<file path="src/rtl/mixer_pkg.sv">
// Shared definitions for the mixer family: derived datapath widths, the RF
// midscale constant and the saturating narrow used on every mixer output.
package mixer_pkg;

    localparam int WIDE_W = 32;

    function automatic int d_w(input int rfBits);
        return rfBits + 2;
    endfunction

    function automatic int p_w(input int rfBits, input int loBits);
        return d_w(rfBits) + loBits;
    endfunction

    function automatic int midscale(input int rfBits);
        return 1 << (rfBits - 1);
    endfunction

    // Widths for the default 3-bit RF / 6-bit LO configuration
    localparam int D_W      = d_w(3);
    localparam int P_W      = p_w(3, 6);
    localparam int MIDSCALE = midscale(3);

    function automatic logic signed [WIDE_W-1:0] sat_hi(input int outBits);
        return WIDE_W'((1 << (outBits - 1)) - 1);
    endfunction

    function automatic logic signed [WIDE_W-1:0] sat_lo(input int outBits);
        return WIDE_W'(-(1 << (outBits - 1)));
    endfunction

    function automatic logic signed [WIDE_W-1:0] sat_narrow(
        input logic signed [WIDE_W-1:0] v,
        input int                       outBits
    );
        logic signed [WIDE_W-1:0] result;
        result = v;
        if (v > sat_hi(outBits)) begin
            result = sat_hi(outBits);
        end else if (v < sat_lo(outBits)) begin
            result = sat_lo(outBits);
        end
        return result;
    endfunction

    function automatic logic is_sat(
        input logic signed [WIDE_W-1:0] v,
        input int                       outBits
    );
        return (v > sat_hi(outBits)) || (v < sat_lo(outBits));
    endfunction

endpackage

</file>
<file path="src/rtl/dc_tracker.sv">
// Leaky-integrator DC estimator: acc converges to 2^DC_SHIFT times the mean of
// x, and dc_est is that mean. Disabling clears the estimate immediately.
module dc_tracker
    import mixer_pkg::*;
#(
    parameter int RF_BITS  = 3,
    parameter int DC_SHIFT = 4
) (
    input  logic                      CLK,
    input  logic                      RST,
    input  logic                      en,
    input  logic                      valid,
    input  logic signed [RF_BITS:0]   x,
    output logic signed [RF_BITS+1:0] dc_est
);

    localparam int ACC_W = RF_BITS + 2 + DC_SHIFT;

    logic signed [ACC_W-1:0] acc_q;
    logic signed [ACC_W-1:0] acc_d;
    logic signed [ACC_W-1:0] leak;

    always_comb begin
        leak  = acc_q >>> DC_SHIFT;
        acc_d = acc_q;
        if (!en) begin
            acc_d = '0;
        end else if (valid) begin
            acc_d = acc_q + ACC_W'(x) - leak;
        end
    end

    always_ff @(posedge CLK) begin
        if (RST) begin
            acc_q <= '0;
        end else begin
            acc_q <= acc_d;
        end
    end

    // Upper bits of acc are exactly the arithmetic shift by DC_SHIFT
    assign dc_est = en ? $signed(acc_q[ACC_W-1:DC_SHIFT]) : '0;

endmodule

</file>
<file path="src/rtl/mixer_nlevel.sv">
// N-level RF mixer: slices an offset-binary RF code, removes DC, multiplies by
// the NCO sin/cos pair and produces saturated I/Q through a 5-stage pipeline.
module mixer_nlevel
    import mixer_pkg::*;
#(
    parameter int RF_BITS  = 3,
    parameter int LO_BITS  = 6,
    parameter int OUT_BITS = 8,
    parameter int DC_SHIFT = 4
) (
    input  logic                       CLK,
    input  logic                       RST,
    input  logic [RF_BITS-1:0]         RF_in,
    input  logic                       RF_valid,
    input  logic signed [LO_BITS-1:0]  sin_in,
    input  logic signed [LO_BITS-1:0]  cos_in,
    input  logic [1:0]                 gain_shift,
    input  logic                       dc_en,
    input  logic                       sat_clr,
    output logic                       RF_out,
    output logic signed [OUT_BITS-1:0] I_out,
    output logic signed [OUT_BITS-1:0] Q_out,
    output logic                       IQ_valid,
    output logic                       sat_flag
);

    localparam int DW = d_w(RF_BITS);
    localparam int PW = p_w(RF_BITS, LO_BITS);
    localparam logic signed [RF_BITS:0] MID = (RF_BITS + 1)'(midscale(RF_BITS));

    // S1 / S2: capture and re-register; gain and dc_en ride with the sample
    logic [RF_BITS-1:0]        rf1_q, rf2_q;
    logic                      valid1_q, valid2_q;
    logic [1:0]                gain1_q, gain2_q;
    logic                      dcEn1_q, dcEn2_q;
    logic signed [LO_BITS-1:0] sin1_q, sin2_q, cos1_q, cos2_q;

    always_ff @(posedge CLK) begin
        if (RST) begin
            rf1_q    <= '0;
            valid1_q <= 1'b0;
            gain1_q  <= '0;
            dcEn1_q  <= 1'b0;
            sin1_q   <= '0;
            cos1_q   <= '0;
            rf2_q    <= '0;
            valid2_q <= 1'b0;
            gain2_q  <= '0;
            dcEn2_q  <= 1'b0;
            sin2_q   <= '0;
            cos2_q   <= '0;
        end else begin
            rf1_q    <= RF_in;
            valid1_q <= RF_valid;
            gain1_q  <= gain_shift;
            dcEn1_q  <= dc_en;
            sin1_q   <= sin_in;
            cos1_q   <= cos_in;
            rf2_q    <= rf1_q;
            valid2_q <= valid1_q;
            gain2_q  <= gain1_q;
            dcEn2_q  <= dcEn1_q;
            sin2_q   <= sin1_q;
            cos2_q   <= cos1_q;
        end
    end

    // S3: centre the code, subtract the tracked DC and slice the sign
    logic signed [RF_BITS:0]   xCentred;
    logic signed [DW-1:0]      dcEst;
    logic signed [DW-1:0]      d_d, d_q;
    logic                      rfOut_d, rfOut_q;
    logic                      valid3_q;
    logic [1:0]                gain3_q;
    logic signed [LO_BITS-1:0] sin3_q, cos3_q;

    dc_tracker #(
        .RF_BITS (RF_BITS),
        .DC_SHIFT(DC_SHIFT)
    ) u_dc_tracker (
        .CLK   (CLK),
        .RST   (RST),
        .en    (dcEn2_q),
        .valid (valid2_q),
        .x     (xCentred),
        .dc_est(dcEst)
    );

    always_comb begin
        xCentred = $signed({1'b0, rf2_q}) - MID;
        d_d      = DW'(xCentred) - dcEst;
        rfOut_d  = rfOut_q;
        if (valid2_q) begin
            rfOut_d = ~d_d[DW-1];
        end
    end

    always_ff @(posedge CLK) begin
        if (RST) begin
            d_q      <= '0;
            rfOut_q  <= 1'b0;
            valid3_q <= 1'b0;
            gain3_q  <= '0;
            sin3_q   <= '0;
            cos3_q   <= '0;
        end else begin
            d_q      <= d_d;
            rfOut_q  <= rfOut_d;
            valid3_q <= valid2_q;
            gain3_q  <= gain2_q;
            sin3_q   <= sin2_q;
            cos3_q   <= cos2_q;
        end
    end

    // S4: full-precision products
    logic signed [PW-1:0] pI_d, pI_q, pQ_d, pQ_q;
    logic                 valid4_q;
    logic [1:0]           gain4_q;

    always_comb begin
        pI_d = PW'(d_q) * PW'(cos3_q);
        pQ_d = PW'(d_q) * PW'(sin3_q);
    end

    always_ff @(posedge CLK) begin
        if (RST) begin
            pI_q     <= '0;
            pQ_q     <= '0;
            valid4_q <= 1'b0;
            gain4_q  <= '0;
        end else begin
            pI_q     <= pI_d;
            pQ_q     <= pQ_d;
            valid4_q <= valid3_q;
            gain4_q  <= gain3_q;
        end
    end

    // S5: apply gain, clamp, and hold outputs across bubbles
    logic signed [WIDE_W-1:0]   iWide, qWide;
    logic signed [OUT_BITS-1:0] iOut_d, iOut_q, qOut_d, qOut_q;
    logic                       iqValid_q;
    logic                       satFlag_d, satFlag_q;

    always_comb begin
        iWide     = WIDE_W'(pI_q) <<< gain4_q;
        qWide     = WIDE_W'(pQ_q) <<< gain4_q;
        iOut_d    = iOut_q;
        qOut_d    = qOut_q;
        satFlag_d = satFlag_q;
        if (sat_clr) begin
            satFlag_d = 1'b0;
        end
        if (valid4_q) begin
            iOut_d = OUT_BITS'(sat_narrow(iWide, OUT_BITS));
            qOut_d = OUT_BITS'(sat_narrow(qWide, OUT_BITS));
            if (is_sat(iWide, OUT_BITS) || is_sat(qWide, OUT_BITS)) begin
                satFlag_d = 1'b1;
            end
        end
    end

    always_ff @(posedge CLK) begin
        if (RST) begin
            iOut_q    <= '0;
            qOut_q    <= '0;
            iqValid_q <= 1'b0;
            satFlag_q <= 1'b0;
        end else begin
            iOut_q    <= iOut_d;
            qOut_q    <= qOut_d;
            iqValid_q <= valid4_q;
            satFlag_q <= satFlag_d;
        end
    end

    assign RF_out   = rfOut_q;
    assign I_out    = iOut_q;
    assign Q_out    = qOut_q;
    assign IQ_valid = iqValid_q;
    assign sat_flag = satFlag_q;

endmodule

</file>
<file path="config.mk">
export PLATFORM = sky130hd
export DESIGN_NAME = mixer_nlevel
export DESIGN_NICKNAME = d
export VERILOG_FILES = /design/src/rtl/mixer_pkg.sv /design/src/rtl/dc_tracker.sv /design/src/rtl/mixer_nlevel.sv
export SDC_FILE = /design/constraint.sdc
export NUM_CORES = 1
export LEC_CHECK = 0
export BUFFER_PORTS_ARGS = -buffer_cell sky130_fd_sc_hd__buf_4
export CAP_MARGIN = 20
export CORE_MARGIN = 3
export CORE_UTILIZATION = 45
export CTS_BUF_LIST = sky130_fd_sc_hd__clkbuf_8
export CTS_CLUSTER_SIZE = 12
export DETAILED_ROUTE_END_ITERATION = 12
export GPL_TIMING_DRIVEN = 0
export PLACE_DENSITY_LB_ADDON = 0.15
export SLEW_MARGIN = 10
export SYNTH_ARGS = -nofsm -noshare
export SYNTH_HDL_FRONTEND = slang
export SYNTH_SLANG_ARGS = --single-unit
</file>
<file path="constraint.sdc">
create_clock -name CLK -period 3.55 [get_ports CLK]
set_input_delay 0.1775 -clock CLK [delete_from_list [all_inputs] [get_ports CLK]]
set_output_delay 0.1775 -clock CLK [all_outputs]
set_load 0.005 [all_outputs]
</file>
**Yosys cells after proc, flatten, opt, wreduce, memory -nomap -nowiden**

Index checks and enable logic that the tools add are counted.

- Reductions and logical operators: 4
- $mul: 2
- Bitwise logic cells: 2
- Shift-type cells: 2
- Muxes and demuxes: 8
- Order comparisons: 4
- $add $sub $neg: 4

Operator list:

| operator | number |
|---|---|
| greater-than comparator 32 x 8 -> 1 bit, second input constant | 2 |
| less-than comparator 32 x 8 -> 1 bit, second input constant | 2 |
| <<< shifter 11 x 2 -> 32 bit | 2 |
| 2-to-1 mux 8 bit | 4 |
| multiplier 5 x 6 -> 11 bit | 2 |
| adder 9 x 4 -> 9 bit | 1 |
| subtractor 9 x 5 -> 9 bit | 1 |
| 2-to-1 mux 5 bit | 1 |
| subtractor 4 x 5 -> 5 bit | 1 |
| subtractor 3 x 3 -> 4 bit, second input constant | 1 |
| logical OR 1 bit | 3 |
| 2-to-1 mux 1 bit | 3 |
| inverter 1 bit | 2 |
| OR reduction 2 bit | 1 |

- Register bits: 111
- Logic and storage cells: 53
- Input port bits: 22

**Longest topological paths before layout**

Gate-level depths: netlist of run 1.

- Depth after elaboration: 6
- Gate-level depth with buffers: 15

**Cells and area by module**

Synthesis of run 1 repeated with hierarchy kept, for this count alone.

- Cell total of the unflattened synthesis: 756
- Area total of the unflattened synthesis: 6889.1 um2

By module, submodules not included:

| module | cells each | area an instance (um2) | instances |
|---|---|---|---|
| mixer_nlevel | 638 | 5903.2 | 1 |
| dc_tracker | 118 | 985.9 | 1 |

**Least setup slack after synthesis of run 1**

Ideal clock, no wire load.

- Path kind: register to register
- From: reg d_q[4]
- To: reg pQ_q[9]
- Arrival: 3.747 ns
- Library setup time: 0.062 ns
- Setup slack: -0.259 ns
- Stages on the path, launching flop included: 15
- Path buffers: 1
- Data required time: 3.488 ns
- Clock period less this slack: 3.809 ns
- Path through: dfxtp_1 -> inv_1 -> clkbuf_1 -> nor2_1 -> fa_1 -> fa_1 -> inv_1 -> fa_1 -> inv_1 -> ha_1 -> nor2b_1 -> o21ai_1 -> a21boi_0 -> or4_1 -> nand3_1

- Cells in the longest elaborated chain, start to end: 1

Ends and longest elaborated chain:

| item | line | text |
|---|---|---|
| from (decl) | mixer_nlevel.sv:71 | `logic signed [DW-1:0] d_d, d_q;` |
| from (signal assigned) | mixer_nlevel.sv:100 | `d_q <= '0;` |
| from (signal assigned) | mixer_nlevel.sv:107 | `d_q <= d_d;` |
| multiplier 5 x 6 -> 11 bit | mixer_nlevel.sv:123 | `pQ_d = PW'(d_q) * PW'(sin3_q);` |
| to (signal assigned) | mixer_nlevel.sv:134 | `pQ_q <= pQ_d;` |
| to (decl) | mixer_nlevel.sv:117 | `logic signed [PW-1:0] pI_d, pI_q, pQ_d, pQ_q;` |

No other way between the ends.
A chain may end at the register's enable or synchronous reset.

**Worst setup path after layout of run 1**

- From: reg d_q[4]
- To: reg pI_q[9]

- Cells in the longest elaborated chain, start to end: 1

Ends and longest elaborated chain:

| item | line | text |
|---|---|---|
| multiplier 5 x 6 -> 11 bit | mixer_nlevel.sv:122 | `pI_d = PW'(d_q) * PW'(cos3_q);` |
| to (signal assigned) | mixer_nlevel.sv:133 | `pI_q <= pI_d;` |
| to (decl) | mixer_nlevel.sv:117 |  |

No other way between the ends.

==> results of run 1 <==
==> worst max-delay path, cell delays in order, from the launching register on <==
cell,delay (ns)
dfxtp_4,0.38
inv_4,0.06
buf_8,0.13
nor2_4,0.05
fa_1,0.50
fa_1,0.54
inv_2,0.04
fa_1,0.49
inv_2,0.05
ha_4,0.22
nor2b_4,0.13
o21ai_2,0.15
a21boi_2,0.08
or4_1,0.46
nand3_1,0.09
==> power groups by stage <==
stage,sequential (mW),clock (mW),combinational [mW]
finish,1.35,0.795,0.527
global route,1.35,0.865,0.595
CTS,1.34,0.828,0.489
detailed placement,1.37,0,0.443
global placement,1.37,0,0.430
floorplan,1.36,0,0.331
==> cells in the final DEF (no fill, tap or decap), drive strengths merged, types with 5 or more instances in the layout <==
cell           n
a211oi        16
dfxtp        111
o32ai          5
and2          39
nand3          6
o21ai         26
a31oi          6
nor2b         77
clkbuf        21
xnor2         14
ha            47
nand2         28
nand2b         9
a21oi         15
fa            49
o22ai          7
xor2           7
dlygate4sd3   19
buf           60
nor3          11
inv          115
mux2i         12
nor2          48
a21o           6
==> state kept, by name (all words and copies together) (netlist names), 2 cells and up <==
name and count:
gain1_q 2, gain4_q 2, sin1_q 6, Q_out 8, gain2_q 2, I_out 8, cos2_q 6, u_dc_tracker.acc_q 9
sin2_q 6, d_q 5, pQ_q 11, cos1_q 6, pI_q 11, gain3_q 2, rf1_q 3, rf2_q 3
sin3_q 6, cos3_q 6
==> final timing paths <==
path,start,to,cells after the start
worst min-delay path,RST,IQ_valid$_SDFF_PP0_,2
worst max-delay path,d_q[4]$_SDFF_PP0_,pI_q[9]$_SDFF_PP0_,14
worst max register to register,d_q[4]$_SDFF_PP0_,pI_q[9]$_SDFF_PP0_,14
worst min register to register,cos1_q[5]$_SDFF_PP0_,cos2_q[5]$_SDFF_PP0_,1
==> per-layer routing <==
metal  track usage [%]  vias to the layer above  share of wire [%]
met3             3.944                       18                3.8
met4             5.368                        0                1.7
li1                  -                     2495                  -
met5                 0                        -                  0
met1             23.25                     2443                 44
met2             32.91                       90                 51
==> cell families (layout without fill, tap and decap cells) <==
family | count (synthesis) | count (layout) | share of synthesized area, %
and+or+nand+nor | 236 | 236 | 18.97
buffers and inverters | 135 | 218 | 7.741
DFF | 111 | 111 | 32.97
AOI/OAI and AO/OA | 107 | 107 | 11.03
adders and majority gates | 96 | 96 | 23.28
xor gates and xnor gates | 21 | 21 | 2.729
muxes | 17 | 17 | 3.286
==> per-stage QoR <==
stage | TNS [ns] | hold slack [ns] | utilization (%) | total power [mW] | instance area, µm²
final | 0 | 0.08624 | 55.19 | 2.667 | 8051
after global placement | -1.748 | 0.3881 | 49.96 | 1.801 | 7288
after CTS | -0.04731 | 0.06278 | 53.80 | 2.661 | 7849
after global routing | -0.007616 | 0.06646 | 55.19 | 2.815 | 8051
after detailed placement | -2.175 | 0.3916 | 49.96 | 1.815 | 7288
after floorplan | 0 | 0.2606 | - | 1.687 | 6758
==> layout make-up <==
class | count | area [µm²]
fillers | 1273 | 6538
repair buffers | 68 | 555.5
flip-flops and latches | 111 | 2237
plain buffers | 23 | 137.6
clock buffers | 9 | 123.9
multi-input cells | 477 | 4263
inverters | 111 | 419.2
clock inverters | 7 | 85.08
well taps | 184 | 230.2
==> timing repair <==
| action | 4_1_cts | 5_1_grt |
|---|---|---|
| hold buffers | 19 | 0 |
| setup buffers | 6 | 2 |
| cloned | 0 | 1 |
| gates resized for setup | 33 | 52 |
| endpoints found under the setup margin | 8 | 8 |
| pin swaps | 16 | 37 |
| hold endpoints to repair | 19 | 0 |
==> results.yml, run 1 <==
cells_and_area:
  fin_cells: 990
  nets: 919
  drive_gt1_share_pct: 17.00
  area.growth.synth_to_final_pct: 19.45
  diodes: 0
power:
  p_leak_nw: 3.452
  sequentialPowerShare_pct: 50.4
  power.internal_mw: 1.897
  p_comb_share_pct: 19.7
  power_switching_mw: 0.7699
  sw_frac_of_total_pct: 28.87
  powerDensity_nw_per_um2: 331.2
  vdd_ir_drop_max_uv: 325.8
  p_clk_share_pct: 29.8
sta:
  rsz0062_at_grt: "true"
  worst_pin_slew_ns: 0.7115
  setup_ws_ns: 0.1285
  slew_viol_final: 0
  finalCriticalPeriod_ns: 3.422
  clock.fmax_mhz: 292.3
  post-route-period-util_pct: 96.38
  slew_headroom_pct: 52.57
  hold_viol_final: 0
  finalSetupViolCount: 0
  skew_ns: 0.01121
worst_setup_path:
  worstSetupStartpointType: "flip-flop"
  required_ns: 3.89
  critPathKind: "reg -> reg"
  worstPathArrival_ns: 3.76
  reg2reg_setup_slack_ns: 0.13
  worstPathMaxFanout: 6
  endpoint_kind: "flip-flop"
cts:
  cts.sinks: 111
  cts_tree: "yes"
  cts-htree-levels: 3
  cts_made_buffers: 9
  clockBufferDepth: 2
  cts_root_buffer: "clkbuf_8"
  clk_latency_ns: 0.39
  clkTransAtPathRegs_ns: 0.10
die:
  design.die.area_um2: 16480
  rows: 44
  io_pins: 41
  core_area_um2: 14590
  die_y_um: 128.4
  fp.dieW_um: 128.4
  start_util_pct: 46.20
global_routing:
  grt_pass1_vias: 5339
  grt_use_total_pct: 18.73
  grt_first_pass_wirelength_um: 24660
  grt_max_degree: 21
  antenna_found_initial: 0
  grt.overflow.total: 0
logic_synthesis:
  synthesis.nets: 841
  ys_top_cells_by_count: "dfxtp_1, inv_1, nor2b_1"
  yosysTopAreaCell: "dfxtp_1"
  yosysSeqAreaShare_pct: 32.97
  syn_area_per_cell_um2: 9.323
  synth_most_common_cell: "dfxtp_1"
  synth_cell_type_count: 58
  synthesis.area_um2: 6740
  synth_top_flop_cell: "dfxtp_1"
  synth_edf_count: 0
  synth_top_area_share_pct: 32.97
  yosysWarnings: 0
  synthCells: 723
  synthTopCellsByArea: "dfxtp_1, fa_1, ha_1"
  synth-seq-cells: 111
  async_flop_share_pct: 0
routing:
  vias: 5046
  drcViolationCount: 0
  antenna_left: 0
  drt-total-wl_um: 14380
  dr.pass1.iters: 4
  vias_per_cell: 5.097
  wl_per_cell_um: 14.52
  first_iter_violations: 243
placement:
  dpl.hpwl_um: 11040
  port_buffers: 40
  dp_cells: 947
  dp_worst_setup_slack_ns: -0.3788
  place.gp.congestion: 0.8389
min_path:
  hold_path.class: "in -> reg"
flow_run:
  drv_cap: 0
run_status:
  status: "complete, no violations"
Power figures use the tool's default switching activity.
==> run 2: changes to the inputs <==
Settings changed: ABC_AREA from default to 1, CTS_BUF_LIST sky130_fd_sc_hd__clkbuf_8 to sky130_fd_sc_hd__clkbuf_2 sky130_fd_sc_hd__clkbuf_4 sky130_fd_sc_hd__clkbuf_8.
==> results.yml, run 2 <==
logic_synthesis:
  ys_top_cells_by_count: "inv_1, nand2_1, dfxtp_1"
  synthCells: 945
  synthTopCellsByArea: "dfxtp_1, fa_1, inv_1"
  syn_area_per_cell_um2: 7.330
  async_flop_share_pct: 0
  synth_top_area_share_pct: 32.08
  synth_most_common_cell: "inv_1"
  yosysWarnings: 0
  synthesis.area_um2: 6927
  synth_edf_count: 0
  yosysSeqAreaShare_pct: 32.08
  synth_top_flop_cell: "dfxtp_1"
  synth_cell_type_count: 31
  synth-seq-cells: 111
  synthesis.nets: 1063
  yosysTopAreaCell: "dfxtp_1"
worst_setup_path:
  worstPathMaxFanout: 6
  cpPeakStageDelay_ns: 0.55
  crit_cells: 14
  worstSetupStartpointType: "flip-flop"
  critPathKind: "reg -> reg"
  endpoint_kind: "flip-flop"
  critical_path.startpoint: "d_q[4]$_SDFF_PP0_"
  reg2reg_setup_slack_ns: 0.13
  crit_buf_inv: 5
  r2r-end: "pQ_q[7]$_SDFF_PP0_"
  required_ns: 3.86
  cp_slowest_cell: "fa_1"
  crit_chain: "inv_2 -> buf_8 -> buf_4 -> fa_1 -> fa_1 -> fa_1 -> fa_2 -> nor2_1 -> o21ai_1 -> nand2_1 -> buf_4 -> buf_4 -> o21ai_0 -> a21oi_1"
  r2r-start: "d_q[4]$_SDFF_PP0_"
  critical_path.endpoint: "pQ_q[7]$_SDFF_PP0_"
  path_delay_family: "adder cells"
  worst_r2r_path_depth: 14
  worstPathArrival_ns: 3.73
sta:
  finalCriticalPeriod_ns: 3.416
  tns_ns: 0
  skew_ns: 0.007669
  hold_ws_ns: 0.02935
  slew_headroom_pct: 55.83
  post-route-period-util_pct: 96.24
  clock.fmax_mhz: 292.7
  slew_viol_final: 0
  worst_pin_slew_ns: 0.6626
  setup_ws_ns: 0.1336
  finalSetupViolCount: 0
  hold_viol_final: 0
placement:
  place.gp.congestion: 0.8906
  dp_cells: 1168
  dp_worst_setup_slack_ns: -0.3498
  dpl.hpwl_um: 11070
  port_buffers: 39
  postPlaceCellArea_um2: 7451
routing:
  wl_per_cell_um: 11.71
  dr.pass1.iters: 4
  antenna_left: 0
  drcViolationCount: 0
  vias: 5485
  first_iter_violations: 247
  vias_per_cell: 4.544
  drt-total-wl_um: 14130
cells_and_area:
  final.fill_count: 1452
  final_util_pct: 54.51
  area.growth.synth_to_final_pct: 16.55
  drive_gt1_share_pct: 11.05
  fin_cells: 1207
  final_cell_mix: "inv_1, nand2_1, dfxtp_1, nor2_1, buf_4"
  stdcell_area_um2: 8073
  reg_top3: "pI_q: 11 flops, pQ_q: 11 flops, u_dc_tracker.acc_q: 9 flops"
  diodes: 0
  final_common_cell: "inv_1"
  nets: 1136
global_routing:
  grt_max_degree: 23
  grt_use_total_pct: 18.14
  grt_first_pass_wirelength_um: 24360
  antenna_found_initial: 0
  grt_pass1_vias: 5320
  grt.overflow.total: 0
flow_run:
  drv_cap: 0
power:
  finalPower_mw: 2.674
  powerDensity_nw_per_um2: 331.2
  p_leak_nw: 4.189
  vdd_ir_drop_max_uv: 310.3
cts:
  clkTransAtPathRegs_ns: 0.11
  clockBufferDepth: 2
  clk_latency_ns: 0.39
  cts-htree-levels: 3
  cts_root_buffer: "clkbuf_8"
  cts_made_buffers: 9
  cts.sinks: 111
  cts_tree: "yes"
die:
  start_util_pct: 46.77
  core_area_um2: 14810
  rows: 44
  io_pins: 41
  die_y_um: 130.1
  fp.dieW_um: 130.1
  design.die.area_um2: 16920
min_path:
  hold_path.class: "in -> reg"
run_status:
  status: "complete, no violations"
## run 2: timing repair
action	CTS	global route
hold endpoints to repair	19	0
pin swaps	4	15
gates cloned	0	0
buffers inserted	5	2
hold buffers	19	0
endpoints found under the setup margin	9	8
resized for setup	16	31
## run 2: tightest hold or removal path, delay by kind of cell
family                 cells  cell delay [ns]
and+or+nand+nor            2             0.14
buffers and inverters      1             0.07
## run 2: worst min-delay path by stage
stage,slack (ns),to,from,cells past startpoint
after detailed placement,0.38,cos1_q[3]$_SDFF_PP0_,cos_in[3],3
final,0.03,sat_flag$_SDFF_PP0_,sat_clr,3
after floorplan,0.28,cos1_q[0]$_SDFF_PP0_,cos_in[0],2
after global placement,0.38,gain1_q[0]$_SDFF_PP0_,gain_shift[0],3
after global routing,0.02,sat_flag$_SDFF_PP0_,sat_clr,3
after CTS,0.01,sat_flag$_SDFF_PP0_,sat_clr,3
## run 2: per-layer routing
metal | up-vias | wire length, µm | global-route usage (%)
li1 | 2943 | - | -
met1 | 2471 | 6580 | 24.22
met2 | 65 | 6944 | 30.48
met3 | 6 | 516 | 3.930
met4 | 0 | 90 | 3.790
met5 | - | 0 | 0
## run 2: power breakdown
| group | switching (mW) | internal, mW |
|---|---|---|
| logic | 0.288 | 0.208 |
| clock network | 0.483 | 0.357 |
| registers | 0.0392 | 1.30 |
## run 2: cell families (layout without fill, tap and decap cells)
kind of cell | Yosys count | count (layout) | share of synthesized area, %
buffers and inverters | 274 | 352 | 15.19
XOR/XNOR | 17 | 17 | 2.150
AND/OR/NAND/NOR | 336 | 336 | 19.15
flip-flops | 111 | 111 | 32.08
adder cells (fa/ha/maj) | 96 | 96 | 22.65
multiplexers | 4 | 4 | 0.5781
AO/OA/AOI/OAI | 107 | 107 | 8.201
## run 2: area by class of cell
class	count	area, µm²	share of cell area (%)
buffer	25	138.9	1.720
clock buffer	9	123.9	1.534
clock inverter	7	102.6	1.271
inverter	246	923.4	11.44
multi-input combinational	560	3784	46.87
sequential	111	2235	27.68
tap	184	230.2	2.852
timing repair buffer	65	535.5	6.634
==> run 3: changes to the inputs <==
==> constraint.sdc (replaced) <==
create_clock -name CLK -period 3.55 [get_ports CLK]
set_input_delay 1.065 -clock CLK [delete_from_list [all_inputs] [get_ports CLK]]
set_output_delay 1.065 -clock CLK [all_outputs]
set_load 0.005 [all_outputs]
==> results.yml, run 3 (synthesis gave the netlist of run 2 again) <==
routing:
  vias_per_cell: 4.594
  wl_per_cell_um: 11.72
  met1_length_um: 6430
  met3_length_um: 668
  first_iter_violations: 264
  drcViolationCount: 0
  top_layer: "met4"
  wl_met2_um: 6692
  dr.pass1.iters: 5
  antenna_left: 0
  drt-total-wl_um: 13930
  vias: 5458
worst_setup_path:
  required_ns: 3.86
  critPathKind: "reg -> reg"
  r2r-end: "pQ_q[7]$_SDFF_PP0_"
  worstPathArrival_ns: 3.72
  critical_path.endpoint: "pQ_q[7]$_SDFF_PP0_"
  worstPathMaxFanout: 6
  worstSetupStartpointType: "flip-flop"
  reg2reg_setup_slack_ns: 0.14
  critical_path.startpoint: "d_q[4]$_SDFF_PP0_"
  endpoint_kind: "flip-flop"
  cpPeakStageDelay_ns: 0.55
  r2r-start: "d_q[4]$_SDFF_PP0_"
  cp_slowest_cell: "fa_1"
  worst_r2r_path_depth: 14
  crit_chain: "inv_2 -> buf_8 -> buf_4 -> fa_1 -> fa_1 -> fa_1 -> fa_2 -> nor2_1 -> o21ai_1 -> nand2_1 -> buf_4 -> buf_4 -> o21ai_0 -> a21oi_1"
cts:
  cts_made_buffers: 9
  cts_root_buffer: "clkbuf_8"
  clockBufferDepth: 2
  cts_tree: "yes"
  holdBufCountCts: 0
  cts-htree-levels: 3
  clkTransAtPathRegs_ns: 0.11
  clk_latency_ns: 0.39
  cts.sinks: 111
cells_and_area:
  diodes: 0
  final_common_cell: "inv_1"
  final_util_pct: 53.23
  reg_top3: "pI_q: 11 flops, pQ_q: 11 flops, u_dc_tracker.acc_q: 9 flops"
  nets: 1117
  final_cell_mix: "inv_1, nand2_1, dfxtp_1, nor2_1, buf_4"
  drive_gt1_share_pct: 11.25
  area.growth.synth_to_final_pct: 13.80
  fin_cells: 1188
die:
  fp.dieW_um: 130.1
  core_area_um2: 14810
  design.die.area_um2: 16920
  die_y_um: 130.1
  start_util_pct: 46.77
  io_pins: 41
  rows: 44
flow_run:
  drv_cap: 0
global_routing:
  grt_max_degree: 23
  grt_use_total_pct: 17.83
  antenna_found_initial: 0
  grt_pass1_vias: 5201
  grt_first_pass_wirelength_um: 23910
  grt.overflow.total: 0
power:
  p_leak_nw: 4.110
  finalPower_mw: 2.656
  vdd_ir_drop_max_uv: 309.7
  powerDensity_nw_per_um2: 337.0
sta:
  finalCriticalPeriod_ns: 3.407
  setup_ws_ns: 0.1427
  clock.fmax_mhz: 293.5
  hold_ws_ns: 0.4006
  hold_viol_final: 0
  skew_ns: 0.007790
  slew_viol_final: 0
  slew_headroom_pct: 55.77
  worst_pin_slew_ns: 0.6635
  finalSetupViolCount: 0
  post-route-period-util_pct: 95.98
placement:
  dpl.hpwl_um: 11070
  port_buffers: 39
  place.gp.congestion: 0.8906
  dp_worst_setup_slack_ns: -0.3498
  dp_cells: 1168
run_status:
  status: "complete, no violations"
min_path:
  hold_path.class: "reg -> reg"
  worstHoldStart: "sin2_q[3]$_SDFF_PP0_"
==> run 3: changes by cell type in the layout (fill, tap and decap cells not counted), sizes merged <==
cell,before,now
dlygate4sd3,19,0
==> run 3: worst max-delay path: cells and delay by family (launching register included) <==
kind / cells / cell delay, ns
adders and majority gates: 4 / 1.90
AOI/OAI and AO/OA: 3 / 0.33
buffers and inverters: 5 / 0.53
DFF: 1 / 0.37
and+or+nand+nor: 2 / 0.20
==> run 3: repair_timing <==
action	CTS	global route
pin swaps	4	15
buffers inserted	5	2
resized for setup	16	31
gates cloned	0	0
endpoints found under the setup margin	9	8
==> run 3: layout make-up <==
class / instances / area, µm²
fill: 1482 / 6927
clock inverter: 7 / 102.6
multi-input combinational: 560 / 3784
timing repair buffer: 46 / 345.3
tap: 184 / 230.2
inverter: 246 / 923.4
buffer: 25 / 138.9
sequential: 111 / 2235
clock buffer: 9 / 123.9
==> run 3: where the power goes <==
| part | internal (mW) | switching [mW] |
|---|---|---|
| clock | 0.357 | 0.482 |
| combinational | 0.195 | 0.284 |
| sequential | 1.30 | 0.0394 |
| total | 1.85 | 0.806 |
==> run 3: per-stage QoR <==
stage | instance area (µm²) | TNS [ns]
floorplan | 6928 | 0
global placement | 7451 | -1.495
detailed placement | 7451 | -1.657
CTS | 7741 | 0
global route | 7883 | -0.07634
finish | 7883 | 0
==> run 3: worst min path at each step <==
| stage | endpoint | cells past startpoint |
|---|---|---|
| after floorplan | cos2_q[0]$_SDFF_PP0_ | 2 |
| after global placement | rf2_q[2]$_SDFF_PP0_ | 2 |
| after detailed placement | cos2_q[1]$_SDFF_PP0_ | 2 |
| after CTS | gain4_q[1]$_SDFF_PP0_ | 2 |
| after global routing | sin3_q[3]$_SDFF_PP0_ | 2 |
| final | sin3_q[3]$_SDFF_PP0_ | 2 |
==> run 3: metal layers <==
metal	vias up	global-route usage (%)
li1	2904	-
met1	2461	23.96
met2	84	29.69
met3	9	3.930
met4	0	3.790
met5	-	0
